$ cat config.mk
export PLATFORM = sky130hd
export DESIGN_NAME = alu_arbiter
export DESIGN_NICKNAME = d
export VERILOG_FILES = /design/src/rtl/alu_arbiter.sv
export SDC_FILE = /design/constraint.sdc
export NUM_CORES = 1
export LEC_CHECK = 0
export BUFFER_PORTS_ARGS = -buffer_cell sky130_fd_sc_hd__buf_2
export CORE_MARGIN = 4
export CORE_UTILIZATION = 40
export CTS_CLUSTER_DIAMETER = 60
export DETAILED_ROUTE_END_ITERATION = 7
export GPL_TIMING_DRIVEN = 0
export PLACE_DENSITY = 0.71
export SLEW_MARGIN = 20
export SYNTH_ARGS = -nofsm -noshare
export SYNTH_HDL_FRONTEND = slang
export SYNTH_SLANG_ARGS = --single-unit
$ cat constraint.sdc
create_clock -name clk -period 2 [get_ports clk]
set_input_delay 0 -clock clk [delete_from_list [all_inputs] [get_ports clk]]
set_output_delay 0 -clock clk [all_outputs]
set_load 0.1 [all_outputs]
$ cat src/rtl/alu_arbiter.sv
// alu_arbiter: round-robin sharing of one external combinational ALU between two requesters
// Ports: clk, rst_n (async active-low); req0_*/req1_* valid/ready/a/b/op request channels;
// resp_valid/resp_ready/resp_result/resp_id response channel; alu_a/alu_b/alu_op/alu_result ALU link.
// Optional: define ALU_ARB_STATS_EN to add saturating 8-bit grant counters gnt_cnt0/gnt_cnt1.
module alu_arbiter #(
  parameter int WIDTH = 4,
  parameter int OPW = 4
) (
  input  logic             clk,
  input  logic             rst_n,
  input  logic             req0_valid,
  output logic             req0_ready,
  input  logic [WIDTH-1:0] req0_a,
  input  logic [WIDTH-1:0] req0_b,
  input  logic [OPW-1:0]   req0_op,
  input  logic             req1_valid,
  output logic             req1_ready,
  input  logic [WIDTH-1:0] req1_a,
  input  logic [WIDTH-1:0] req1_b,
  input  logic [OPW-1:0]   req1_op,
  output logic             resp_valid,
  input  logic             resp_ready,
  output logic [WIDTH-1:0] resp_result,
  output logic             resp_id,
  output logic [WIDTH-1:0] alu_a,
  output logic [WIDTH-1:0] alu_b,
  output logic [OPW-1:0]   alu_op,
  input  logic [WIDTH-1:0] alu_result
`ifdef ALU_ARB_STATS_EN
  ,
  output logic [7:0]       gnt_cnt0,
  output logic [7:0]       gnt_cnt1
`endif
);
  typedef enum logic [1:0] {IDLE, EXEC, RESP} state_t;
  state_t state;
  logic ptr, id, gnt, gnt_id;
  logic [WIDTH-1:0] a_q, b_q;
  logic [OPW-1:0] op_q;
  // ready is a same-cycle grant pulse; it depends only on state, ptr and the valids
  assign gnt = (state == IDLE) && (req0_valid || req1_valid);
  assign gnt_id = (req0_valid && req1_valid) ? ptr : req1_valid;
  assign req0_ready = gnt && !gnt_id;
  assign req1_ready = gnt && gnt_id;
  assign alu_a = a_q;
  assign alu_b = b_q;
  assign alu_op = op_q;
  always_ff @(posedge clk or negedge rst_n) begin
    if (!rst_n) begin
      state <= IDLE;
      ptr <= 1'b0;
      id <= 1'b0;
      a_q <= '0;
      b_q <= '0;
      op_q <= '0;
      resp_valid <= 1'b0;
      resp_result <= '0;
      resp_id <= 1'b0;
    end else begin
      case (state)
        IDLE: if (gnt) begin
          a_q <= gnt_id ? req1_a : req0_a;
          b_q <= gnt_id ? req1_b : req0_b;
          op_q <= gnt_id ? req1_op : req0_op;
          id <= gnt_id;
          ptr <= ~gnt_id;
          state <= EXEC;
        end
        EXEC: begin
          resp_result <= alu_result;
          resp_id <= id;
          resp_valid <= 1'b1;
          state <= RESP;
        end
        RESP: if (resp_ready) begin
          resp_valid <= 1'b0;
          state <= IDLE;
        end
        default: state <= IDLE;
      endcase
    end
  end
`ifdef ALU_ARB_STATS_EN
  always_ff @(posedge clk or negedge rst_n) begin
    if (!rst_n) begin
      gnt_cnt0 <= '0;
      gnt_cnt1 <= '0;
    end else begin
      if (req0_ready && gnt_cnt0 != 8'hFF) gnt_cnt0 <= gnt_cnt0 + 8'd1;
      if (req1_ready && gnt_cnt1 != 8'hFF) gnt_cnt1 <= gnt_cnt1 + 8'd1;
    end
  end
`endif
endmodule

==> impl_metrics.tcl <==
set metrics [dict create \
    status "finished, final reports clean" \
    detail_route.iter0.violations 21 \
    worstHoldPathCells 3 \
    die-area_um2 3540 \
    worst-r2r-setup-slack_ns 0.19 \
    timing.critical_path.cells "or2_4, buf_6, o21ai_1, o221ai_2, dlygate4sd3_1" \
    globalplace.congestion 0.673 \
    number_of_antenna_diodes 0 \
    timing.final.crit_period_ns 1.81 \
    critical_path.reg2reg.startpoint "state[0]" \
    worst-endpoint-arrival_ns 1.99 \
    path_class "register to register" \
    worst-path-max-fanout 10 \
    tightest_slew_ns 0.492 \
    via_count 997 \
    grt_setup_unrepaired "false" \
    floorplan.rows 18 \
    synth_seq_area_share 0.519 \
    grt_remaining_overflow 0 \
    design.final.nets 216 \
    holdCritStartpoint "req0_b[2]" \
    post_synth_most_frequent_cells "sky130_fd_sc_hd__inv_1 (27), sky130_fd_sc_hd__dfrtp_1 (22), sky130_fd_sc_hd__o21ai_1 (8), sky130_fd_sc_hd__o221ai_2 (8), sky130_fd_sc_hd__mux2_2 (5)" \
    wl_final_mm 2.60 \
    area_of_combinational_cells_with_multiple_inputs_um2 370 \
    cts.path.max_buffers 2 \
    r2r.worst_path.cells 5 \
    crit_path_end_kind "register" \
    max_freq_mhz 551 \
    crit_path_top_delay_cell "sky130_fd_sc_hd__dlygate4sd3_1" \
    syn_nets 132 \
    utilization 0.661 \
    skew_final_ns 0.00246 \
    drv.max_cap_violation_count 0 \
    crit-reg2reg-capture "alu_b[3]" \
    grt_max_degree 23 \
    postSynthAreaPerCell_um2 10.7 \
    worst_skew_pair.late_latency_ns 0.29 \
    placement.io_buffers 52 \
    crit_path_max_incr_delay_ns 0.57 \
    grt_pass1_wl_mm 4.35 \
    first_global_vias 984 \
    yosys-top-cells-area "sky130_fd_sc_hd__dfrtp_1 (52%), sky130_fd_sc_hd__o221ai_2 (11%), sky130_fd_sc_hd__inv_1 (9.6%)" \
    cts_tree "yes" \
    critical_path.top_delay_family "buffers and inverters" \
    path_depth 5 \
    worst_hold_path_type "primary input to register" \
    starting_density_of_the_core 0.424 \
    htree_num_levels 1 \
    root_buffer "sky130_fd_sc_hd__clkbuf_4" \
    synth.cell_area_um2 1060 \
    ys_warn_count 0 \
    die-height_um 59.5 \
    postCtsSetupRepairBufs 0 \
    cts_hold_buf 27 \
    wire_per_inst_um 12.3 \
    detailedRoute.firstPassIterationCount 4 \
    via_per_inst 4.73 \
    share_of_the_cycle_needed_by_the_critical_path_after_routing 0.907 \
    numClockSinks 22 \
    track_usage 0.157 \
    final-seq-area_um2 551 \
    postSynthRegisterBits 22 \
    yosys.cell_types.count 23 \
    hold_path_end "alu_b[2]" \
    drtAntennaViolNets 0 \
    final_layout_size_suffix_gt1_frac 0.431 \
    chipWidth_um 59.5 \
    synth_largest_type_area_fraction 0.519 \
    maxSlewViolCount 0 \
    synth-edff-count 0 \
    finalHoldViolCount 0 \
    cts_repair_resize_count 0 \
    placeableCoreArea_um2 2500 \
    clk_transition_reported_paths_ns 0.11 \
    dpl.hpwl_mm 1.87 \
    cts_buffers 3 \
    maxSlewHeadroom 0.672 \
    syn2layout_area_growth_pct 55.7 \
    syn_inst_count 99 \
    antenna_violations_before_repair 0 \
    setup_total_negative_slack_ns 0 \
    fraction_of_registers_with_async_set_reset 1.00 \
    post-synth-top-area-cell "sky130_fd_sc_hd__dfrtp_1" \
    critPathBufInv 2 \
    post-route-drc-count 0 \
    synth_ff_type "sky130_fd_sc_hd__dfrtp_1" \
    nFillCells 215 \
    synth_most_common_cell "sky130_fd_sc_hd__inv_1" \
    worstSetupStartpointType "register" \
    cp.required_ns 2.18 \
    io_pins 53 \
    final-setup-viol-count 0 \
]
==> worst max path at each step <==
stage	from	endpoint	slack, ns
after floorplan	state[0]	req1_ready	0.53
after global placement	state[0]	req1_ready	0.57
after detailed placement	state[0]	req1_ready	0.53
after CTS	state[0]	req1_ready	0.19
after global routing	state[1]	alu_b[3]	0.1
final	state[0]	alu_b[3]	0.19
==> kinds of logic after synthesis <==
| family | share of synthesized area |
|---|---|
| mux | 0.0531 |
| flops | 0.519 |
| buf+inv | 0.132 |
| compound gates | 0.233 |
| simple gates | 0.0625 |
==> flip-flops by register name, indices dropped and copies added (netlist names) <==
signal / cells
alu_a: 4
alu_b: 4
alu_op: 4
id: 1
ptr: 1
resp_id: 1
resp_result: 4
resp_valid: 1
state: 2
==> area by class of cell <==
class,instances,share of cell area
timing repair buffer,79,0.321
sequential,22,0.333
buffer,5,0.0235
clock buffer,3,0.0136
multi-input combinational,45,0.224
inverter,27,0.0614
tap,30,0.0227
==> layout by cell type (no fill, tap or decap), types with 4 or more instances in the layout <==
cell type	count
sky130_fd_sc_hd__inv_1	27
sky130_fd_sc_hd__buf_2	53
sky130_fd_sc_hd__mux2_2	5
sky130_fd_sc_hd__o21ai_1	8
sky130_fd_sc_hd__dfrtp_1	22
sky130_fd_sc_hd__o221ai_1	4
sky130_fd_sc_hd__dlygate4sd3_1	27
sky130_fd_sc_hd__o221ai_2	8
sky130_fd_sc_hd__clkbuf_4	4
==> worst reg2reg max path, cell delays in order (launching register included) <==
cell and delay (ns):
sky130_fd_sc_hd__dfrtp_1 0.44, sky130_fd_sc_hd__or2_4 0.28, sky130_fd_sc_hd__buf_6 0.15, sky130_fd_sc_hd__o21ai_1 0.16, sky130_fd_sc_hd__o221ai_2 0.10, sky130_fd_sc_hd__dlygate4sd3_1 0.57
==> per-stage QoR <==
step	cells	cell area, µm²	worst slack (ns)	hold slack [ns]
after global routing	211	1650	0.0960	0.0134
after floorplan	99	1060	0.530	-0.296
final	211	1650	0.185	0.0140
after global placement	181	1360	0.568	-0.0107
after CTS	211	1650	0.186	0.00793
after detailed placement	181	1360	0.531	0.00156
==> per-layer routing <==
layer / track usage / up-vias / wire [µm]
met5: 0 / - / 0
met4: 0.0190 / 0 / 13
met3: 0.0261 / 2 / 154
met2: 0.298 / 23 / 1430
met1: 0.189 / 477 / 995
li1: - / 495 / -
Power is not shown: default switching activity piles up to over one toggle a cycle in this logic, so the estimate is an artifact.
